--- src/rtl/ram_arbiter_if.sv ---
// Signal bundle between the two RAM requesters, the arbiter and the shared RAM port.
interface ram_arbiter_if;
  logic        req0, req1;
  logic        lock0, lock1;
  logic        we0, we1;
  logic [15:0] addr0, addr1;
  logic [15:0] wdata0, wdata1;
  logic        gnt0, gnt1;
  logic        done0, done1;
  logic [15:0] rdata;
  logic [15:0] ram_addr;
  logic [15:0] ram_write_data;
  logic        ram_bus_mode;
  logic [15:0] ram_read_data;

  modport master (
    output req0, req1, lock0, lock1, we0, we1, addr0, addr1, wdata0, wdata1, ram_read_data,
    input  gnt0, gnt1, done0, done1, rdata, ram_addr, ram_write_data, ram_bus_mode
  );

  modport slave (
    input  req0, req1, lock0, lock1, we0, we1, addr0, addr1, wdata0, wdata1, ram_read_data,
    output gnt0, gnt1, done0, done1, rdata, ram_addr, ram_write_data, ram_bus_mode
  );
endinterface

--- src/rtl/ram_arbiter.sv ---
// Two-requester round-robin arbiter for a single-port RAM with burst lock and
// configurable read latency; one transaction at a time, all outputs registered.
module ram_arbiter #(
  parameter int RD_LAT = 1
) (
  input logic          clk,
  input logic          reset,
  ram_arbiter_if.slave bus
);
  typedef enum logic [1:0] {IDLE = 2'd0, ACCESS = 2'd1, WAIT = 2'd2, DONE = 2'd3} state_t;
  localparam logic [1:0] LAST_WAIT = 2'(RD_LAT - 1);

  state_t      state_r, state_s;
  logic        owner_r, we_r, last_r, lock_act_r, lock_own_r;
  logic [1:0]  wait_cnt_r;
  logic [15:0] addr_r, wdata_r, rdata_r;
  logic        gnt0_r, gnt1_r, done0_r, done1_r, bus_mode_r;

  logic        lock_hold_s, owner_lock_s, elig0_s, elig1_s, win_s, win_idx_s, win_we_s;
  logic [15:0] win_addr_s, win_wdata_s;

  // Lock filtering, round-robin pick and the winner's request fields
  always_comb begin
    owner_lock_s = owner_r ? bus.lock1 : bus.lock0;
    lock_hold_s  = lock_act_r & (lock_own_r ? bus.lock1 : bus.lock0);
    elig0_s      = bus.req0 & (~lock_hold_s | ~lock_own_r);
    elig1_s      = bus.req1 & (~lock_hold_s | lock_own_r);
    win_s        = elig0_s | elig1_s;
    win_idx_s    = 1'b0;
    win_we_s     = 1'b0;
    win_addr_s   = 16'h0000;
    win_wdata_s  = 16'h0000;
    if (elig0_s && elig1_s) begin
      win_idx_s = ~last_r;
    end else if (elig1_s) begin
      win_idx_s = 1'b1;
    end else begin
      win_idx_s = 1'b0;
    end
    if (win_idx_s) begin
      win_we_s    = bus.we1;
      win_addr_s  = bus.addr1;
      win_wdata_s = bus.wdata1;
    end else begin
      win_we_s    = bus.we0;
      win_addr_s  = bus.addr0;
      win_wdata_s = bus.wdata0;
    end
  end

  // Next-state logic
  always_comb begin
    state_s = state_r;
    case (state_r)
      IDLE:    if (win_s) state_s = ACCESS; else state_s = IDLE;
      ACCESS:  if (we_r) state_s = DONE; else state_s = WAIT;
      WAIT:    if (wait_cnt_r == LAST_WAIT) state_s = DONE; else state_s = WAIT;
      DONE:    state_s = IDLE;
      default: state_s = IDLE;
    endcase
  end

  // State register
  always_ff @(posedge clk or posedge reset) begin
    if (reset) begin
      state_r <= IDLE;
    end else begin
      state_r <= state_s;
    end
  end

  // Request latch, RAM strobes, grant/done pulses, read capture and lock/priority bookkeeping
  always_ff @(posedge clk or posedge reset) begin
    if (reset) begin
      owner_r    <= 1'b0;
      we_r       <= 1'b0;
      addr_r     <= 16'h0000;
      wdata_r    <= 16'h0000;
      rdata_r    <= 16'h0000;
      wait_cnt_r <= 2'd0;
      gnt0_r     <= 1'b0;
      gnt1_r     <= 1'b0;
      done0_r    <= 1'b0;
      done1_r    <= 1'b0;
      bus_mode_r <= 1'b0;
      last_r     <= 1'b1;
      lock_act_r <= 1'b0;
      lock_own_r <= 1'b0;
    end else begin
      bus_mode_r <= 1'b0;
      done0_r    <= 1'b0;
      done1_r    <= 1'b0;
      case (state_r)
        IDLE: begin
          // the lock survives only while its owner keeps lock asserted
          lock_act_r <= lock_hold_s;
          if (win_s) begin
            owner_r    <= win_idx_s;
            we_r       <= win_we_s;
            addr_r     <= win_addr_s;
            wdata_r    <= win_wdata_s;
            bus_mode_r <= win_we_s;
            gnt0_r     <= ~win_idx_s;
            gnt1_r     <= win_idx_s;
          end
        end
        ACCESS: begin
          wait_cnt_r <= 2'd0;
          if (we_r) begin
            done0_r <= ~owner_r;
            done1_r <= owner_r;
          end
        end
        WAIT: begin
          if (wait_cnt_r == LAST_WAIT) begin
            rdata_r <= bus.ram_read_data;
            done0_r <= ~owner_r;
            done1_r <= owner_r;
          end else begin
            wait_cnt_r <= wait_cnt_r + 2'd1;
          end
        end
        DONE: begin
          gnt0_r     <= 1'b0;
          gnt1_r     <= 1'b0;
          last_r     <= owner_r;
          lock_act_r <= owner_lock_s;
          lock_own_r <= owner_r;
        end
        default: begin
          gnt0_r <= 1'b0;
          gnt1_r <= 1'b0;
        end
      endcase
    end
  end

  assign bus.gnt0           = gnt0_r;
  assign bus.gnt1           = gnt1_r;
  assign bus.done0          = done0_r;
  assign bus.done1          = done1_r;
  assign bus.rdata          = rdata_r;
  assign bus.ram_addr       = addr_r;
  assign bus.ram_write_data = wdata_r;
  assign bus.ram_bus_mode   = bus_mode_r;
endmodule
--- src/flat_wrapper.sv ---
// flat-port wrapper written by rule: the top's interface ports become plain ports
module ram_arbiter_flat 
#(
  parameter int RD_LAT = 1
)
  (clk, reset, bus_req0, bus_req1, bus_lock0, bus_lock1, bus_we0, bus_we1, bus_addr0, bus_addr1, bus_wdata0, bus_wdata1, bus_ram_read_data, bus_gnt0, bus_gnt1, bus_done0, bus_done1, bus_rdata, bus_ram_addr, bus_ram_write_data, bus_ram_bus_mode);
  ram_arbiter_if bus_i ();
  input logic clk;
  input logic reset;
  input wire logic [$bits(bus_i.req0)-1:0] bus_req0;
  input wire logic [$bits(bus_i.req1)-1:0] bus_req1;
  input wire logic [$bits(bus_i.lock0)-1:0] bus_lock0;
  input wire logic [$bits(bus_i.lock1)-1:0] bus_lock1;
  input wire logic [$bits(bus_i.we0)-1:0] bus_we0;
  input wire logic [$bits(bus_i.we1)-1:0] bus_we1;
  input wire logic [$bits(bus_i.addr0)-1:0] bus_addr0;
  input wire logic [$bits(bus_i.addr1)-1:0] bus_addr1;
  input wire logic [$bits(bus_i.wdata0)-1:0] bus_wdata0;
  input wire logic [$bits(bus_i.wdata1)-1:0] bus_wdata1;
  input wire logic [$bits(bus_i.ram_read_data)-1:0] bus_ram_read_data;
  output wire logic [$bits(bus_i.gnt0)-1:0] bus_gnt0;
  output wire logic [$bits(bus_i.gnt1)-1:0] bus_gnt1;
  output wire logic [$bits(bus_i.done0)-1:0] bus_done0;
  output wire logic [$bits(bus_i.done1)-1:0] bus_done1;
  output wire logic [$bits(bus_i.rdata)-1:0] bus_rdata;
  output wire logic [$bits(bus_i.ram_addr)-1:0] bus_ram_addr;
  output wire logic [$bits(bus_i.ram_write_data)-1:0] bus_ram_write_data;
  output wire logic [$bits(bus_i.ram_bus_mode)-1:0] bus_ram_bus_mode;
  assign bus_i.req0 = bus_req0;
  assign bus_i.req1 = bus_req1;
  assign bus_i.lock0 = bus_lock0;
  assign bus_i.lock1 = bus_lock1;
  assign bus_i.we0 = bus_we0;
  assign bus_i.we1 = bus_we1;
  assign bus_i.addr0 = bus_addr0;
  assign bus_i.addr1 = bus_addr1;
  assign bus_i.wdata0 = bus_wdata0;
  assign bus_i.wdata1 = bus_wdata1;
  assign bus_i.ram_read_data = bus_ram_read_data;
  assign bus_gnt0 = bus_i.gnt0;
  assign bus_gnt1 = bus_i.gnt1;
  assign bus_done0 = bus_i.done0;
  assign bus_done1 = bus_i.done1;
  assign bus_rdata = bus_i.rdata;
  assign bus_ram_addr = bus_i.ram_addr;
  assign bus_ram_write_data = bus_i.ram_write_data;
  assign bus_ram_bus_mode = bus_i.ram_bus_mode;
  ram_arbiter #(.RD_LAT(RD_LAT)) u_core (.clk(clk), .reset(reset), .bus(bus_i));
endmodule
--- config.mk ---
export PLATFORM = sky130hd
export DESIGN_NAME = ram_arbiter_flat
export DESIGN_NICKNAME = d
export VERILOG_FILES = /design/src/rtl/ram_arbiter_if.sv /design/src/rtl/ram_arbiter.sv /design/src/flat_wrapper.sv
export SDC_FILE = /design/constraint.sdc
export NUM_CORES = 1
export LEC_CHECK = 0
export ABC_CLOCK_PERIOD_IN_PS = 2040
export CAP_MARGIN = 0
export CORE_ASPECT_RATIO = 0.7
export CORE_MARGIN = 3
export CORE_UTILIZATION = 40
export DETAILED_ROUTE_END_ITERATION = 12
export PLACE_DENSITY = 0.9
export SLEW_MARGIN = 20
export SYNTH_ARGS = -nofsm -noshare
export SYNTH_HDL_FRONTEND = slang
export SYNTH_SLANG_ARGS = --single-unit
--- constraint.sdc ---
create_clock -name clk -period 2.04 [get_ports clk]
set_clock_uncertainty 0.15 [all_clocks]
set_input_delay 0.204 -clock clk [delete_from_list [all_inputs] [get_ports clk]]
set_output_delay 0.204 -clock clk [all_outputs]
set_load 0.02 [all_outputs]
==> results by group <==
Drt
  • Wire per inst: 17.0 um
  • Number of routed nets with antenna violations: 0
  • Total routed wirelength: 7700 um
  • Pre-antenna DRT Iters: 4
  • Iter 0 DRT Violations: 81
  • Vias: 2308
  • Post-DR vias/cell: 5.08
  • DR DRC count: 0

Logic synthesis
  • Synth top area share: 56.0%
  • Post-synth EDFFs: 0
  • Commonest cells in the netlist: 61 x dfrtp_1, 35 x a221o_1, 34 x and2_1
  • Post-synthesis instance area: 2730 um^2
  • Yosys reg bits: 62
  • Top cells by area, synth: dfrtp_1 56%, a221o_1 13%, and2_1 7.8%
  • Most numerous cell in the Yosys netlist: dfrtp_1
  • Post-synth ARST share: 100%
  • Mapped Cells: 212
  • Area leader, netlist: dfrtp_1
  • Synth Net Count: 305
  • Avg Cell Area, Syn: 12.9 um^2
  • Sequential fraction of the synthesis area: 56.9%
  • Post-synth top flop: dfrtp_1
  • Syn. warnings: 0
  • Post-synthesis cell type count: 26

Timing
  • Final setup vio count: 0
  • RSZ-0062 raised after global routing: false
  • Max_slew headroom: 73.2%
  • Final Max Tran Viols: 0
  • Tcrit/Tclk final: 93.9%
  • Final hold vios: 0
  • Peak Freq: 522 MHz
  • Final WS setup: 0.123 ns
  • Least-Margin Pin Slew: 0.401 ns
  • Final min period: 1.92 ns

Setup path
  • Reg2reg start: u_core.state_r[0]
  • Critical Path Fanout Max: 35
  • Worst Path Required: 2.16 ns
  • CP max stage cell: dfrtp_1
  • Critical path startpoint category: register
  • Crit-path max cell delay: 0.40 ns
  • CP endpoint kind: register
  • Worst EP arrival: 2.04 ns
  • Worst Setup Path Type: register to register
  • CP startpoint: u_core.state_r[0]
  • Worst-path cell chain: inv_1, ha_1, nand2_1, a221oi_4, buf_12, and2_1, a221o_1

Global routing
  • Total grt overflow: 0
  • Global-route wire length before repair: 12400 um
  • Total Routing Usage GR: 20.4%
  • Initial antenna violation count: 0
  • Number of global-route vias before repair: 2391
  • Largest net degree at the start of global routing: 36

Cells and area
  • ANT cells: 0
  • Post-route cell area: 4510 um^2
  • P&R area growth vs syn: 65.2%
  • Sequential Area: 1550 um^2
  • Area of the multi-input gates: 1070 um^2
  • Filler cell count: 479
  • Layout Nets: 451
  • Share of cells above drive strength 1: 11.8%

Placement
  • Placed cell areas: 4260 um^2
  • # port buffers: 140
  • Pre-CTS WS: -0.0379 ns
  • Final GP Congestion: 0.792
  • DP HPWL: 5580 um

Run
  • Max Cap Violations: 0

Hold path
  • Worst hold path type: input port to register
  • Hold Crit Start: bus_addr0[6]

Power and ir drop
  • Worst vdd ir: 784 uV
  • Leak Pwr: 1.93 nW
  • Pwr dens: 1500 nW/um^2

Floorplan
  • Die W: 105 um
  • Num ports: 141
  • Vert. Die Dim: 75.1 um
  • Die footprint: 7860 um^2
  • Core area: 6430 um^2
  • Row count: 24
  • Starting density of the core: 42.4%

Clocking
  • Max Buffers Root-to-Sink: 2
  • Number of CTS-inserted buffers: 9
  • Clock latency on the worst-skew pair: 0.33 ns
  • Clk root buf: clkbuf_8
  • Setup bufs post-CTS: 0
  • Clock slew at the register clock pins of the worst setup and hold paths: 0.06 ns
  • Number of H-tree levels: 3
  • Post_cts resized: 0
  • Cts hold-fix bufs: 1
  • Clock sinks: 62
  • CTS tree: done

Status
  • Outcome: completed
==> report_power, final <==
part | switching (mW) | internal (mW)
clock network | 0.466 | 0.787
logic | 1.59 | 1.75
registers | 0.362 | 1.81
total | 2.42 | 4.34
==> critical path: cells and delay by family (launching register included) <==
kind | cells | cell delay (ns)
DFF | 1 | 0.40
buffers and inverters | 2 | 0.31
AOI/OAI and AO/OA | 2 | 0.36
adders and majority gates | 1 | 0.32
and+or+nand+nor | 2 | 0.31
==> registers in the layout, summed over array words and instances (netlist names) <==
| name | flops |
|---|---|
| u_core.bus.ram_bus_mode | 1 |
| u_core.state_r | 2 |
| u_core.bus.ram_write_data | 16 |
| u_core.bus.done1 | 1 |
| u_core.bus.done0 | 1 |
| u_core.lock_act_r | 1 |
| u_core.bus.ram_addr | 16 |
| u_core.lock_own_r | 1 |
| u_core.bus.gnt0 | 1 |
| u_core.owner_r | 1 |
| u_core.last_r | 1 |
| u_core.we_r | 1 |
| u_core.bus.rdata | 16 |
| u_core.wait_cnt_r | 2 |
| u_core.bus.gnt1 | 1 |
==> logic make-up (layout without fill, tap and decap cells) <==
logic type	count (synthesis)	after routing	synth area share, %
flip-flops	62	62	56.9
multiplexers	19	19	7.75
AND/OR/NAND/NOR	56	56	11.9
buffers and inverters	20	171	3.94
adder cells (fa/ha/maj)	5	5	2.29
AO/OA/AOI/OAI	50	50	17.2
==> stage by stage <==
step           hold WS, ns  utilization, %  cells  total power [mW]  setup TNS, ns
6_report             0.330            70.1    454              6.76              0
5_1_grt              0.313            70.1    454              7.13              0
4_1_cts              0.310            70.1    454              6.84              0
3_5_place_dp         0.271            66.3    437              5.54         -0.639
3_3_place_gp         0.257            66.3    437              5.40              0
2_1_floorplan        0.170               -    212              3.99              0
==> cell usage in the layout, fill, tap and decap left out <==
cell type        synthesis  routed
or2_2                    1       1
nand4bb_1                1       1
inv_1                    9       8
and2_1                  34      34
o21ai_0                  5       5
clkbuf_1                 0       1
nor2_1                   6       6
a22oi_1                  1       1
buf_12                   0       4
mux2_2                  17      17
nand2b_1                 1       1
a221o_1                 35      35
nand2_4                  1       1
o31ai_1                  1       1
clkdlybuf4s50_1          0     140
and3_1                   1       1
a221oi_4                 1       1
o311a_1                  1       1
dfstp_2                  1       1
bufinv_16                0       2
ha_1                     5       5
buf_4                    0       1
clkbuf_8                 0      12
nor3_4                   0       1
a21oi_1                  2       2
dlygate4sd3_1            0       1
dfrtp_1                 61      61
clkinv_2                 0       1
a21o_1                   2       2
a22o_1                   2       2
mux2i_1                  2       2
inv_2                    0       1
nand2_1                 10      10
==> final timing paths <==
kind                                           endpoint  slack (ns)  depth (start not counted)
hold / removal                   u_core.bus.ram_addr[6]        0.33                          2
setup / recovery                            u_core.we_r        0.12                          7
max in group asynchronous                 u_core.last_r        0.80                          4
min in group asynchronous  u_core.bus.ram_write_data[4]        0.49                          3
hold reg to reg                    u_core.bus.rdata[14]        0.36                          1
setup reg to reg                            u_core.we_r        0.12                          7
==> area by class of cell <==
type                            instances  area share [%]
Sequential cell                        62            34.5
Timing Repair Buffer                  146            33.3
Multi-Input combinational cell        130            23.8
Clock buffer                           13            3.75
Tap cell                               91            2.53
Clock inverter                          3            1.44
Inverter                                9           0.750
==> routing by layer <==
metal | wire length (um) | part of all wire (%) | GRT usage (%)
met5 | 0 | 0 | 0
met4 | 65 | 0.84 | 6.55
met3 | 715 | 9.3 | 8.40
met2 | 3640 | 47 | 34.3
met1 | 3280 | 43 | 24.6
Power figures use the tool's default switching activity.
